`src/rtl/recirc_ctrl_pkg.sv`:
```
// Shared definitions for the recirculator controller: default sizes and
// the one-hot state encoding used on the state output.
package recirc_ctrl_pkg;

  localparam int LANES_DEF = 4;
  localparam int UMB_W_DEF = 3;

  typedef enum logic [4:0] {
    ST_RESET  = 5'b00001,
    ST_INIT   = 5'b00010,
    ST_IDLE   = 5'b00100,
    ST_ACTIVE = 5'b01000,
    ST_ERROR  = 5'b10000
  } state_t;

endpackage

```
`src/rtl/recirc_ctrl_rr_arbiter.sv`:
```
// Round-robin grant over the non-empty lanes; the pointer holds the lane
// where the next search begins and moves only when a grant is issued.
module rr_arbiter #(
  parameter int LANES = 4
) (
  input  logic             clk,
  input  logic             reset_L,
  input  logic [LANES-1:0] req,
  input  logic             en,
  output logic [LANES-1:0] grant
);

  localparam int PTR_W = (LANES > 1) ? $clog2(LANES) : 1;

  logic [PTR_W-1:0] ptr;
  logic [PTR_W-1:0] ptr_nxt;
  logic             hit;
  int               idx;

  // NOTE: every signal written here gets a default first, so no path leaves
  // a value unassigned and no latch is inferred.
  always_comb begin
    grant   = '0;
    hit     = 1'b0;
    ptr_nxt = ptr;
    idx     = 0;
    for (int i = 0; i < LANES; i++) begin
      idx = int'(ptr) + i;
      if (idx >= LANES) idx = idx - LANES;
      if (en && !hit && req[idx]) begin
        grant[idx] = 1'b1;
        hit        = 1'b1;
        ptr_nxt    = (idx == LANES - 1) ? '0 : PTR_W'(idx + 1);
      end
    end
  end

  // NOTE: state registers use non-blocking assignments so all flops update
  // together on the edge regardless of statement order.
  always_ff @(posedge clk or negedge reset_L) begin
    if (!reset_L) begin
      ptr <= '0;
    end else if (hit) begin
      ptr <= ptr_nxt;
    end
  end

endmodule

```
`src/rtl/recirc_ctrl.sv`:
```
// Recirculator control FSM: sequences init/idle/active/error, latches the
// FIFO thresholds and issues round-robin pops to the lane FIFOs.
module recirc_ctrl
  import recirc_ctrl_pkg::*;
#(
  parameter int LANES = LANES_DEF,
  parameter int UMB_W = UMB_W_DEF
) (
  input  logic             clk,
  input  logic             reset_L,
  input  logic             init,
  input  logic [UMB_W-1:0] umbral_alto_in,
  input  logic [UMB_W-1:0] umbral_bajo_in,
  input  logic [LANES-1:0] fifo_empty,
  input  logic [LANES-1:0] fifo_error,
  input  logic             pause,
  output logic [LANES-1:0] pop,
  output logic             selector_IDLE,
  output logic [4:0]       state,
  output logic             idle_out,
  output logic             active_out,
  output logic             error_out,
  output logic [UMB_W-1:0] umbral_alto_out,
  output logic [UMB_W-1:0] umbral_bajo_out,
  output logic [LANES-1:0] error_lane
);

  state_t st;
  state_t nxt;
  logic   any_err;
  logic   all_empty;
  logic   arb_en;

  assign any_err   = |fifo_error;
  assign all_empty = &fifo_empty;
  assign arb_en    = (st == ST_ACTIVE) && !pause;
  assign state     = st;

  rr_arbiter #(.LANES(LANES)) u_arb (
    .clk     (clk),
    .reset_L (reset_L),
    .req     (~fifo_empty),
    .en      (arb_en),
    .grant   (pop)
  );

  // Priority in every live state: error, then init, then empty-based moves.
  always_comb begin
    nxt = st;
    case (st)
      ST_RESET:  nxt = ST_INIT;
      ST_INIT: begin
        if (any_err)    nxt = ST_ERROR;
        else if (!init) nxt = ST_IDLE;
      end
      ST_IDLE: begin
        if (any_err)         nxt = ST_ERROR;
        else if (init)       nxt = ST_INIT;
        else if (!all_empty) nxt = ST_ACTIVE;
      end
      ST_ACTIVE: begin
        if (any_err)                      nxt = ST_ERROR;
        else if (init)                    nxt = ST_INIT;
        else if (all_empty && pop == '0)  nxt = ST_IDLE;
      end
      ST_ERROR:  nxt = ST_ERROR;
      default:   nxt = ST_RESET;
    endcase
  end

  always_ff @(posedge clk or negedge reset_L) begin
    if (!reset_L) begin
      st              <= ST_RESET;
      umbral_alto_out <= '0;
      umbral_bajo_out <= '0;
      error_lane      <= '0;
      selector_IDLE   <= 1'b0;
      idle_out        <= 1'b0;
      active_out      <= 1'b0;
      error_out       <= 1'b0;
    end else begin
      st <= nxt;
      if (st == ST_INIT) begin
        umbral_alto_out <= umbral_alto_in;
        umbral_bajo_out <= umbral_bajo_in;
      end
      if (nxt == ST_ERROR && st != ST_ERROR) begin
        error_lane <= fifo_error;
      end
      // Decodes come from the next state so they line up with state.
      selector_IDLE <= (nxt == ST_IDLE);
      idle_out      <= (nxt == ST_IDLE);
      active_out    <= (nxt == ST_ACTIVE);
      error_out     <= (nxt == ST_ERROR);
    end
  end

endmodule
```
`config.mk`:
```
export PLATFORM = sky130hd
export DESIGN_NAME = recirc_ctrl
export DESIGN_NICKNAME = d
export VERILOG_FILES = /design/src/rtl/recirc_ctrl_pkg.sv /design/src/rtl/recirc_ctrl_rr_arbiter.sv /design/src/rtl/recirc_ctrl.sv
export SDC_FILE = /design/constraint.sdc
export NUM_CORES = 1
export LEC_CHECK = 0
export BUFFER_PORTS_ARGS = -buffer_cell sky130_fd_sc_hd__clkbuf_2
export CAP_MARGIN = 20
export CORE_MARGIN = 4
export CORE_UTILIZATION = 58
export CTS_BUF_LIST = sky130_fd_sc_hd__clkbuf_8
export CTS_CLUSTER_SIZE = 28
export DETAILED_ROUTE_END_ITERATION = 8
export HOLD_SLACK_MARGIN = 0.15
export PLACE_DENSITY = 0.87
export SKIP_CTS_REPAIR_TIMING = 1
export SLEW_MARGIN = 5
export SYNTH_ARGS = -nofsm -noshare
export SYNTH_HDL_FRONTEND = slang
export SYNTH_SLANG_ARGS = --single-unit
```
`constraint.sdc`:
```
create_clock -name clk -period 4 [get_ports clk]
set_input_delay 0.2 -clock clk [delete_from_list [all_inputs] [get_ports clk]]
set_output_delay 0.2 -clock clk [all_outputs]
set_load 0.005 [all_outputs]
```
==> flow_summary.json, run 1 <==
{
  "slew_viol_final": 0,
  "power_leakage_nw": 0.759,
  "cts_tree": "yes",
  "clkTransAtPathRegs_ns": 0.07,
  "dr.pass1.iters": 4,
  "async_reset_ff_share_pct": 100,
  "final_cell_mix": "40 x clkbuf_2, 19 x dfrtp_1, 12 x mux2_2, 9 x nand2_1, 8 x nor2_1",
  "drc": 0,
  "netlist_instances": 143,
  "final.setup_skew_ns": 0.00423,
  "ys_ff_latch": 20,
  "overflow": 0,
  "relSlewSlack_pct": 63.3,
  "start_kind": "flop",
  "diodes": 0,
  "grt_pass1_vias": 1292,
  "final_common_cell": "clkbuf_2",
  "fin_nets": 206,
  "tightest_slew_ns": 0.545,
  "crit_arrival_ns": 2.77,
  "critPathKind": "flop to output port",
  "dp_cells": 205,
  "grt_max_degree": 21,
  "io_pins": 41,
  "cp_max_fo": 17,
  "gp_congestion": 0.982,
  "min_period_over_period_pct": 74.2,
  "synth-main-ff-cell": "dfrtp_1",
  "syn-cell-area_sq_um": 1480,
  "synth_cell_types": 53,
  "die_h_um": 58.5,
  "max_cap_violations": 0,
  "final_design_area_no_fill_sq_um": 1740,
  "area_growth_pct": 17.6,
  "clock_sinks": 20,
  "seq_area_frac_synth_pct": 34.0,
  "drt_wl_total_um": 3280,
  "total_power_uw": 795,
  "initial_utilization_pct": 60.1,
  "required_ns": 3.80,
  "cts_buffers": 3,
  "cts_root_buffer": "clkbuf_8",
  "vias_per_cell": 6.15,
  "syn_area_per_cell_sq_um": 10.3,
  "yosys_warnings": 0,
  "num_vias": 1291,
  "finalHoldViolations": 0,
  "min_path_type": "primary input to flop",
  "place_area_sq_um": 1670,
  "clk_latency_ns": 0.25,
  "antenna_found_initial": 0,
  "drt-initial-drc-count": 72,
  "powerDensity_nw_per_um2": 458,
  "vdd_drop_max_mv": 0.476,
  "fp-row-count": 18,
  "grtUsageTotal_pct": 20.2,
  "status": "completed",
  "setup-violations-final": 0,
  "instances_no_fill": 210,
  "die_width_um": 58.5,
  "clk_path_buf_depth": 2,
  "fmax_ghz": 0.337,
  "cts_max_level": 1,
  "finalSetupTns_ns": 0,
  "synth-edff-count": 0,
  "synth_nets": 168,
  "grt_pass1_wl_um": 5530,
  "period_needed_ns": 2.97,
  "avgRoutedWirePerCell_um": 15.6,
  "ant_nets": 0,
  "fillers": 195,
  "cp-end-kind": "output port",
  "whs_ns": 0.178,
  "place_hpwl_um": 2580,
  "port_buffers": 40,
  "rsz0062_at_grt": "no",
  "design.core.area_sq_um": 2450,
  "die-area_sq_um": 3420,
  "drive_gt1_share_pct": 39.4
}
-- cells in the mapped netlist (2+ instances only) --
cell type,n,area (sq um)
nor3_1,3,15.0
mux2_2,12,135
or2_2,2,12.5
ha_1,7,87.6
a2111oi_0,2,17.5
nand2_1,9,33.8
o211ai_1,2,15.0
nor3b_1,2,15.0
o21ai_0,4,20.0
a221o_1,3,30.0
clkbuf_1,5,18.8
nand2b_1,5,31.3
dfrtp_1,19,475
nor2_1,8,30.0
nand3b_1,3,22.5
a21oi_1,7,35.0
nand4_1,3,18.8
mux2i_1,2,20.0
nor4_1,3,18.8
inv_1,4,15.0
nand3_1,3,15.0
mux4_2,4,90.1
-- layer usage --
| metal | global-route usage, % | part of all wire (%) |
|---|---|---|
| met3 | 4.61 | 6.3 |
| met1 | 25.1 | 41 |
| met5 | 0 | 0 |
| met2 | 36.2 | 52 |
| met4 | 3.31 | 0.64 |
-- metrics by stage --
stage | utilization (%) | setup slack (ns)
4_1_cts | 70.3 | 1.03
3_5_place_dp | 68.1 | 1.32
3_3_place_gp | 68.1 | 1.42
6_report | 70.7 | 1.03
5_1_grt | 70.7 | 0.825
2_1_floorplan | - | 1.53
-- final cells by class --
type / count / area (sq um) / share of cell area (%)
Sequential cell: 20 / 502 / 28.9
Clock buffer: 4 / 55.1 / 3.17
Multi-Input combinational cell: 111 / 917 / 52.8
Tap cell: 30 / 37.5 / 2.16
Inverter: 4 / 15.0 / 0.865
Timing Repair Buffer: 41 / 210 / 12.1
-- registers in the layout (all words and copies together) (netlist names) --
signal	flops
state	5
u_arb.ptr	2
error_lane	4
active_out	1
idle_out	1
umbral_alto_out	3
error_out	1
umbral_bajo_out	3
-- path summary, 6_finish.rpt --
| path | from | endpoint | slack, ns | depth (start not counted) |
|---|---|---|---|---|
| max | u_arb.ptr[0] | pop[3] | 1.03 | 7 |
| min | umbral_bajo_in[2] | umbral_bajo_out[2] | 0.18 | 2 |
| max reg2reg | u_arb.ptr[0] | u_arb.ptr[1] | 1.38 | 6 |
| min reg2reg | error_lane[3] | error_lane[3] | 0.51 | 1 |
| max in group asynchronous | reset_L | state[0] | 3.22 | 2 |
| min in group asynchronous | reset_L | error_lane[3] | 0.43 | 2 |
-- worst max-delay path, cell delays in order, from the launching register on --
cell and delay [ns]:
dfrtp_1 0.69, inv_1 0.25, ha_1 0.46, mux2_2 0.38
o221ai_1 0.28, nor3b_1 0.23, a211o_1 0.12, clkbuf_2 0.10
-- cell families (layout without fill, tap and decap cells) --
| kind of cell | count (synthesis) | count (layout) | share of synthesized area, % |
|---|---|---|---|
| adders and majority gates | 7 | 7 | 5.93 |
| DFF | 20 | 20 | 34.0 |
| buffers and inverters | 12 | 49 | 3.90 |
| muxes | 18 | 18 | 16.6 |
| AOI/OAI and AO/OA | 30 | 30 | 15.4 |
| and+or+nand+nor | 54 | 54 | 23.0 |
| xor gates and xnor gates | 2 | 2 | 1.19 |
-- power by group --
| group | internal (mW) | total [mW] | switching [mW] |
|---|---|---|---|
| combinational | 0.157 | 0.301 | 0.143 |
| sequential | 0.280 | 0.345 | 0.0650 |
| clock | 0.0875 | 0.149 | 0.0613 |
| total | 0.525 | 0.795 | 0.270 |
No activity file was read; power rests on OpenSTA's default activity.
==> run 2: changes to the inputs <==
Settings changed: ABC_AREA set to 1, CORE_UTILIZATION 58 to 54, PLACE_DENSITY 0.87 to 0.82.
Clock period 4 ns to 2.86 ns, I/O delays scaled along.
==> flow_summary.json, run 2 <==
{
  "synth-edff-count": 0,
  "dr.pass1.iters": 5,
  "powerDensity_nw_per_um2": 653,
  "vias_per_cell": 5.24,
  "grt_pass1_wl_um": 5710,
  "synth_nets": 233,
  "io_pins": 41,
  "clk_latency_ns": 0.26,
  "cts_buffers": 3,
  "total_power_mw": 1.19,
  "min_from": "fifo_error[1]",
  "design.core.area_sq_um": 2540,
  "relSlewSlack_pct": 67.5,
  "drt_wl_total_um": 3770,
  "overflow": 0,
  "yosys-top-cells-count": "69 x nand2_1, 30 x inv_1, 19 x dfrtp_1",
  "crit_arrival_ns": 2.35,
  "ys_ff_latch": 20,
  "clock_sinks": 20,
  "yosys.area_share.simple_pct": 38.7,
  "reg2reg_from": "u_arb.ptr[0]",
  "tightest_slew_ns": 0.487,
  "pwr-share-comb_pct": 45.0,
  "die_width_um": 60.2,
  "final.setup_skew_ns": 0.00707,
  "netlist_instances": 208,
  "port_buffers": 40,
  "finalHoldViolations": 0,
  "required_ns": 2.72,
  "async_reset_ff_share_pct": 100,
  "cts_root_buffer": "clkbuf_8",
  "status": "completed",
  "swShare_pct": 41.9,
  "period_needed_ns": 2.49,
  "final_cell_mix": "69 x nand2_1, 40 x clkbuf_2, 31 x inv_1, 19 x dfrtp_1, 12 x nand3_1",
  "die-area_sq_um": 3620,
  "pwr-share-clk_pct": 15.2,
  "fin_nets": 285,
  "clkTransAtPathRegs_ns": 0.07,
  "synthAdderAreaFrac_pct": 5.96,
  "startpoint": "u_arb.ptr[0]",
  "setup-violations-final": 0,
  "power_switching_uw": 500,
  "die_h_um": 60.2,
  "synth_top_cell_by_area": "dfrtp_1",
  "power_leakage_nw": 1.06,
  "cts_tree": "yes",
  "clk_path_buf_depth": 2,
  "min_path_type": "primary input to flop",
  "synth-main-ff-cell": "dfrtp_1",
  "yosys_warnings": 0,
  "start_kind": "flop",
  "ant_nets": 0,
  "synthMuxAreaShare_pct": 0,
  "area_growth_pct": 24.4,
  "finalSetupTns_ns": 0,
  "avgRoutedWirePerCell_um": 13.0,
  "whs_ns": 0.144,
  "vdd_drop_max_mv": 0.717,
  "antenna_found_initial": 0,
  "drc": 0,
  "yosysMostFrequentCell": "nand2_1",
  "seq_area_frac_synth_pct": 34.2,
  "synth_cell_types": 35,
  "max_cap_violations": 0,
  "drive_gt1_share_pct": 25.5,
  "final_common_cell": "nand2_1",
  "fp-row-count": 18,
  "critPathKind": "flop to output port",
  "netlist_top_cells_area": "dfrtp_1 32%, nand2_1 18%, inv_1 7.7%, ha_1 6.0%, nand3_1 4.1%",
  "syn_area_per_cell_sq_um": 7.06,
  "initial_utilization_pct": 57.7,
  "min_period_over_period_pct": 87.2,
  "slew_viol_final": 0,
  "rsz0062_at_grt": "no",
  "grt_max_degree": 21,
  "cts_max_level": 1,
  "cp-end-kind": "output port",
  "cp_max_fo": 11,
  "synth_top_family_by_area": "simple AND/OR/NAND/NOR gates",
  "yosysTopAreaCellShare_pct": 32.4,
  "synthXorXnorAreaFrac_pct": 0.596,
  "grtUsageTotal_pct": 20.7,
  "largest_reg_flops": 5,
  "drt-initial-drc-count": 125,
  "gp_congestion": 0.873,
  "p_seq_share_pct": 39.8,
  "syn-cell-area_sq_um": 1470,
  "grt_pass1_vias": 1359,
  "fmax_ghz": 0.401,
  "num_vias": 1521,
  "place_hpwl_um": 2770,
  "synth_compound_area_share_pct": 9.28,
  "intPower_uw": 694
}
run 2: cell count changes after synthesis, moves of 4 or more:
cell	before	now
clkbuf_1	5	0
nand3_1	3	12
o21ai_1	0	9
inv_1	4	30
nand2_1	9	69
nand2b_1	5	0
mux2_2	12	0
mux4_2	4	0
nor2_2	0	5
inv_2	0	4
run 2: area by class of cell:
| type | count | area [sq um] |
|---|---|---|
| clock buffers | 3 | 41.3 |
| repair buffers | 50 | 298 |
| flip-flops and latches | 20 | 502 |
| multi-input cells | 149 | 801 |
| fillers | 220 | 717 |
| well taps | 30 | 37.5 |
| diodes | 1 | 2.50 |
| clock inverters | 1 | 3.75 |
| inverters | 36 | 143 |
run 2: routing by layer:
metal  vias up  global-route usage (%)  wire [um]  part of all wire, %
met4         0                    5.38         54                  1.4
met2        62                    35.0       1920                   51
met3         9                    4.32        248                  6.6
met5         -                       0          0                    0
li1        756                       -          -                    -
met1       694                    26.6       1540                   41
run 2: final timing paths:
path | endpoint | cells after the start | slack, ns
worst max-delay path | pop[3] | 11 | 0.37
worst min-delay path | error_lane[1] | 3 | 0.14
worst max register to register | u_arb.ptr[1] | 12 | 0.66
worst min register to register | umbral_bajo_out[2] | 2 | 0.48
max in group asynchronous | state[0] | 2 | 2.12
min in group asynchronous | umbral_bajo_out[1] | 2 | 0.38
run 2: cells by family after synthesis:
family | Yosys count
simple gates | 116
compound gates | 25
buf+inv | 39
xor+xnor | 1
fa+ha+maj | 7
flops | 20
run 2: worst max-delay path, stage by stage (launching register included):
cell	delay, ns
dfrtp_1	0.65
inv_6	0.09
ha_1	0.40
inv_1	0.10
nand2_1	0.10
nand2_2	0.08
inv_1	0.12
nand2_4	0.09
o21ai_0	0.21
a21oi_1	0.06
o21ai_1	0.07
clkbuf_2	0.12
run 2: stage by stage:
stage / instances / utilization [%] / setup slack (ns) / cell area (sq um)
detailed placement: 276 / 66.4 / 0.726 / 1690
finish: 290 / 71.8 / 0.367 / 1830
global route: 289 / 71.7 / 0.210 / 1830
global placement: 276 / 66.4 / 0.779 / 1690
floorplan: 208 / - / 1.05 / 1470
CTS: 280 / 68.2 / 0.445 / 1740
run 2: power groups by stage:
stage	clock (mW)	combinational, mW	sequential, mW
after floorplan	0	0.335	0.468
after global routing	0.205	0.604	0.487
after CTS	0.182	0.523	0.473
final	0.181	0.537	0.475
after detailed placement	0	0.517	0.477
after global placement	0	0.505	0.475
==> run 3: changes to the inputs <==
Settings changed: PLACE_DENSITY 0.82 to not set, PLACE_DENSITY_LB_ADDON set to 0.2.
==> flow_summary.json, run 3 (synthesis gave the netlist of run 2 again) <==
{
  "powerDensity_nw_per_um2": 686,
  "rr_worst_depth": 12,
  "clk_latency_ns": 0.26,
  "slowest_stage": "dfrtp_1",
  "slew_viol_final": 0,
  "status": "completed",
  "grtUsageTotal_pct": 21.0,
  "max_stage_delay_ns": 0.62,
  "cts_buffers": 3,
  "path_buf_inv": 4,
  "min_from": "fifo_error[0]",
  "clk_path_buf_depth": 2,
  "fp-row-count": 18,
  "die-area_sq_um": 3620,
  "drt_wl_total_um": 3360,
  "min_period_over_period_pct": 83.9,
  "diodes": 0,
  "relSlewSlack_pct": 65.1,
  "place_hpwl_um": 2630,
  "period_needed_ns": 2.40,
  "cts_tree": "yes",
  "vias_per_cell": 5.04,
  "post-route-util_pct": 72.8,
  "grt_pass1_wl_um": 5740,
  "largest_reg_flops": 5,
  "holdPathStages": 3,
  "ant_nets": 0,
  "startpoint": "u_arb.ptr[0]",
  "reg2reg_from": "u_arb.ptr[0]",
  "grt_pass1_vias": 1320,
  "crit_family": "flip-flops",
  "max_cap_violations": 0,
  "overflow": 0,
  "finalSetupTns_ns": 0,
  "final.setup_skew_ns": 0.00469,
  "place_area_sq_um": 1690,
  "crit_arrival_ns": 2.26,
  "dr.pass1.iters": 4,
  "drt-initial-drc-count": 116,
  "regToRegSetupSlack_ns": 0.77,
  "cts_root_buffer": "clkbuf_8",
  "place_ws_ns": 0.766,
  "num_vias": 1457,
  "r2r-end": "u_arb.ptr[1]",
  "drc": 0,
  "cts_max_level": 1,
  "fmax_ghz": 0.417,
  "whs_ns": 0.127,
  "critPathKind": "flop to output port",
  "fin_nets": 285,
  "die_h_um": 60.2,
  "crit_chain": "inv_6 > ha_1 > inv_1 > nand2_1 > nand2_2 > nand4_1 > nor2_2 > inv_2 > o21ai_1 > clkbuf_2",
  "avgRoutedWirePerCell_um": 11.6,
  "port_buffers": 40,
  "final_cell_mix": "69 x nand2_1, 40 x clkbuf_2, 30 x inv_1, 19 x dfrtp_1, 12 x nand3_1",
  "whs_endpoint": "error_lane[0]",
  "start_kind": "flop",
  "initial_utilization_pct": 57.7,
  "tightest_slew_ns": 0.524,
  "area_growth_pct": 26.1,
  "drive_gt1_share_pct": 25.9,
  "vdd_drop_max_mv": 0.510,
  "gp_congestion": 0.904,
  "cp_max_fo": 11,
  "required_ns": 2.72,
  "setup-violations-final": 0,
  "antenna_found_initial": 0,
  "min_path_type": "primary input to flop",
  "clock_sinks": 20,
  "final_design_area_no_fill_sq_um": 1850,
  "io_pins": 41,
  "cp-end-kind": "output port",
  "grt_max_degree": 21,
  "design.core.area_sq_um": 2540,
  "setup_slack_ns": 0.461,
  "power_leakage_nw": 1.07,
  "finalHoldViolations": 0,
  "final_common_cell": "nand2_1",
  "rsz0062_at_grt": "no",
  "die_width_um": 60.2,
  "fillers": 209,
  "clkTransAtPathRegs_ns": 0.07
}
-- run 3: cell types whose count changed in the layout (fill, tap and decap cells not counted), sizes merged --
cell    previous run  this run
diode              1         0
inv               37        36
bufinv             0         1
-- run 3: final cells by class --
type / instances / area, sq um / area share (%)
Timing Repair Buffer: 50 / 298 / 16.1
Multi-Input combinational cell: 149 / 801 / 43.2
Tap cell: 30 / 37.5 / 2.03
Sequential cell: 20 / 502 / 27.1
Inverter: 36 / 143 / 7.70
Clock buffer: 3 / 41.3 / 2.23
Clock inverter: 1 / 30.0 / 1.62
-- run 3: worst register-to-register path, cell delays in order, from the launching register on --
cell	delay, ns
dfrtp_1	0.62
inv_6	0.09
ha_1	0.37
inv_1	0.12
nand2_1	0.07
nand2_2	0.10
inv_1	0.09
nand2_4	0.10
inv_2	0.06
nor3_2	0.20
nand2_1	0.07
nand2_1	0.07
nand2_1	0.04
-- run 3: metal layers --
layer	wire, um	up-vias	global-route usage (%)
met5	0	-	0
met4	41	0	6.65
met3	151	5	3.24
met2	1650	36	33.5
met1	1520	661	29.0
li1	-	755	-
-- run 3: metrics by stage --
step	instances	power [mW]
after CTS	280	1.27
after global placement	276	0.972
after global routing	289	1.40
after detailed placement	276	0.987
final	289	1.27
after floorplan	208	0.803
-- run 3: worst max-delay path by stage --
stage                              end  slack, ns  depth (start not counted)
after floorplan           u_arb.ptr[0]       1.05                         15
after global placement          pop[2]       0.79                         10
after detailed placement        pop[2]       0.77                         10
after CTS                       pop[2]       0.48                         10
after global routing            pop[2]       0.25                         10
final                           pop[2]       0.46                         10
-- run 3: power breakdown --
part	internal (mW)	total [mW]	switching, mW
registers	0.389	0.475	0.0861
clock network	0.187	0.280	0.0935
logic	0.208	0.516	0.308
total	0.784	1.27	0.488
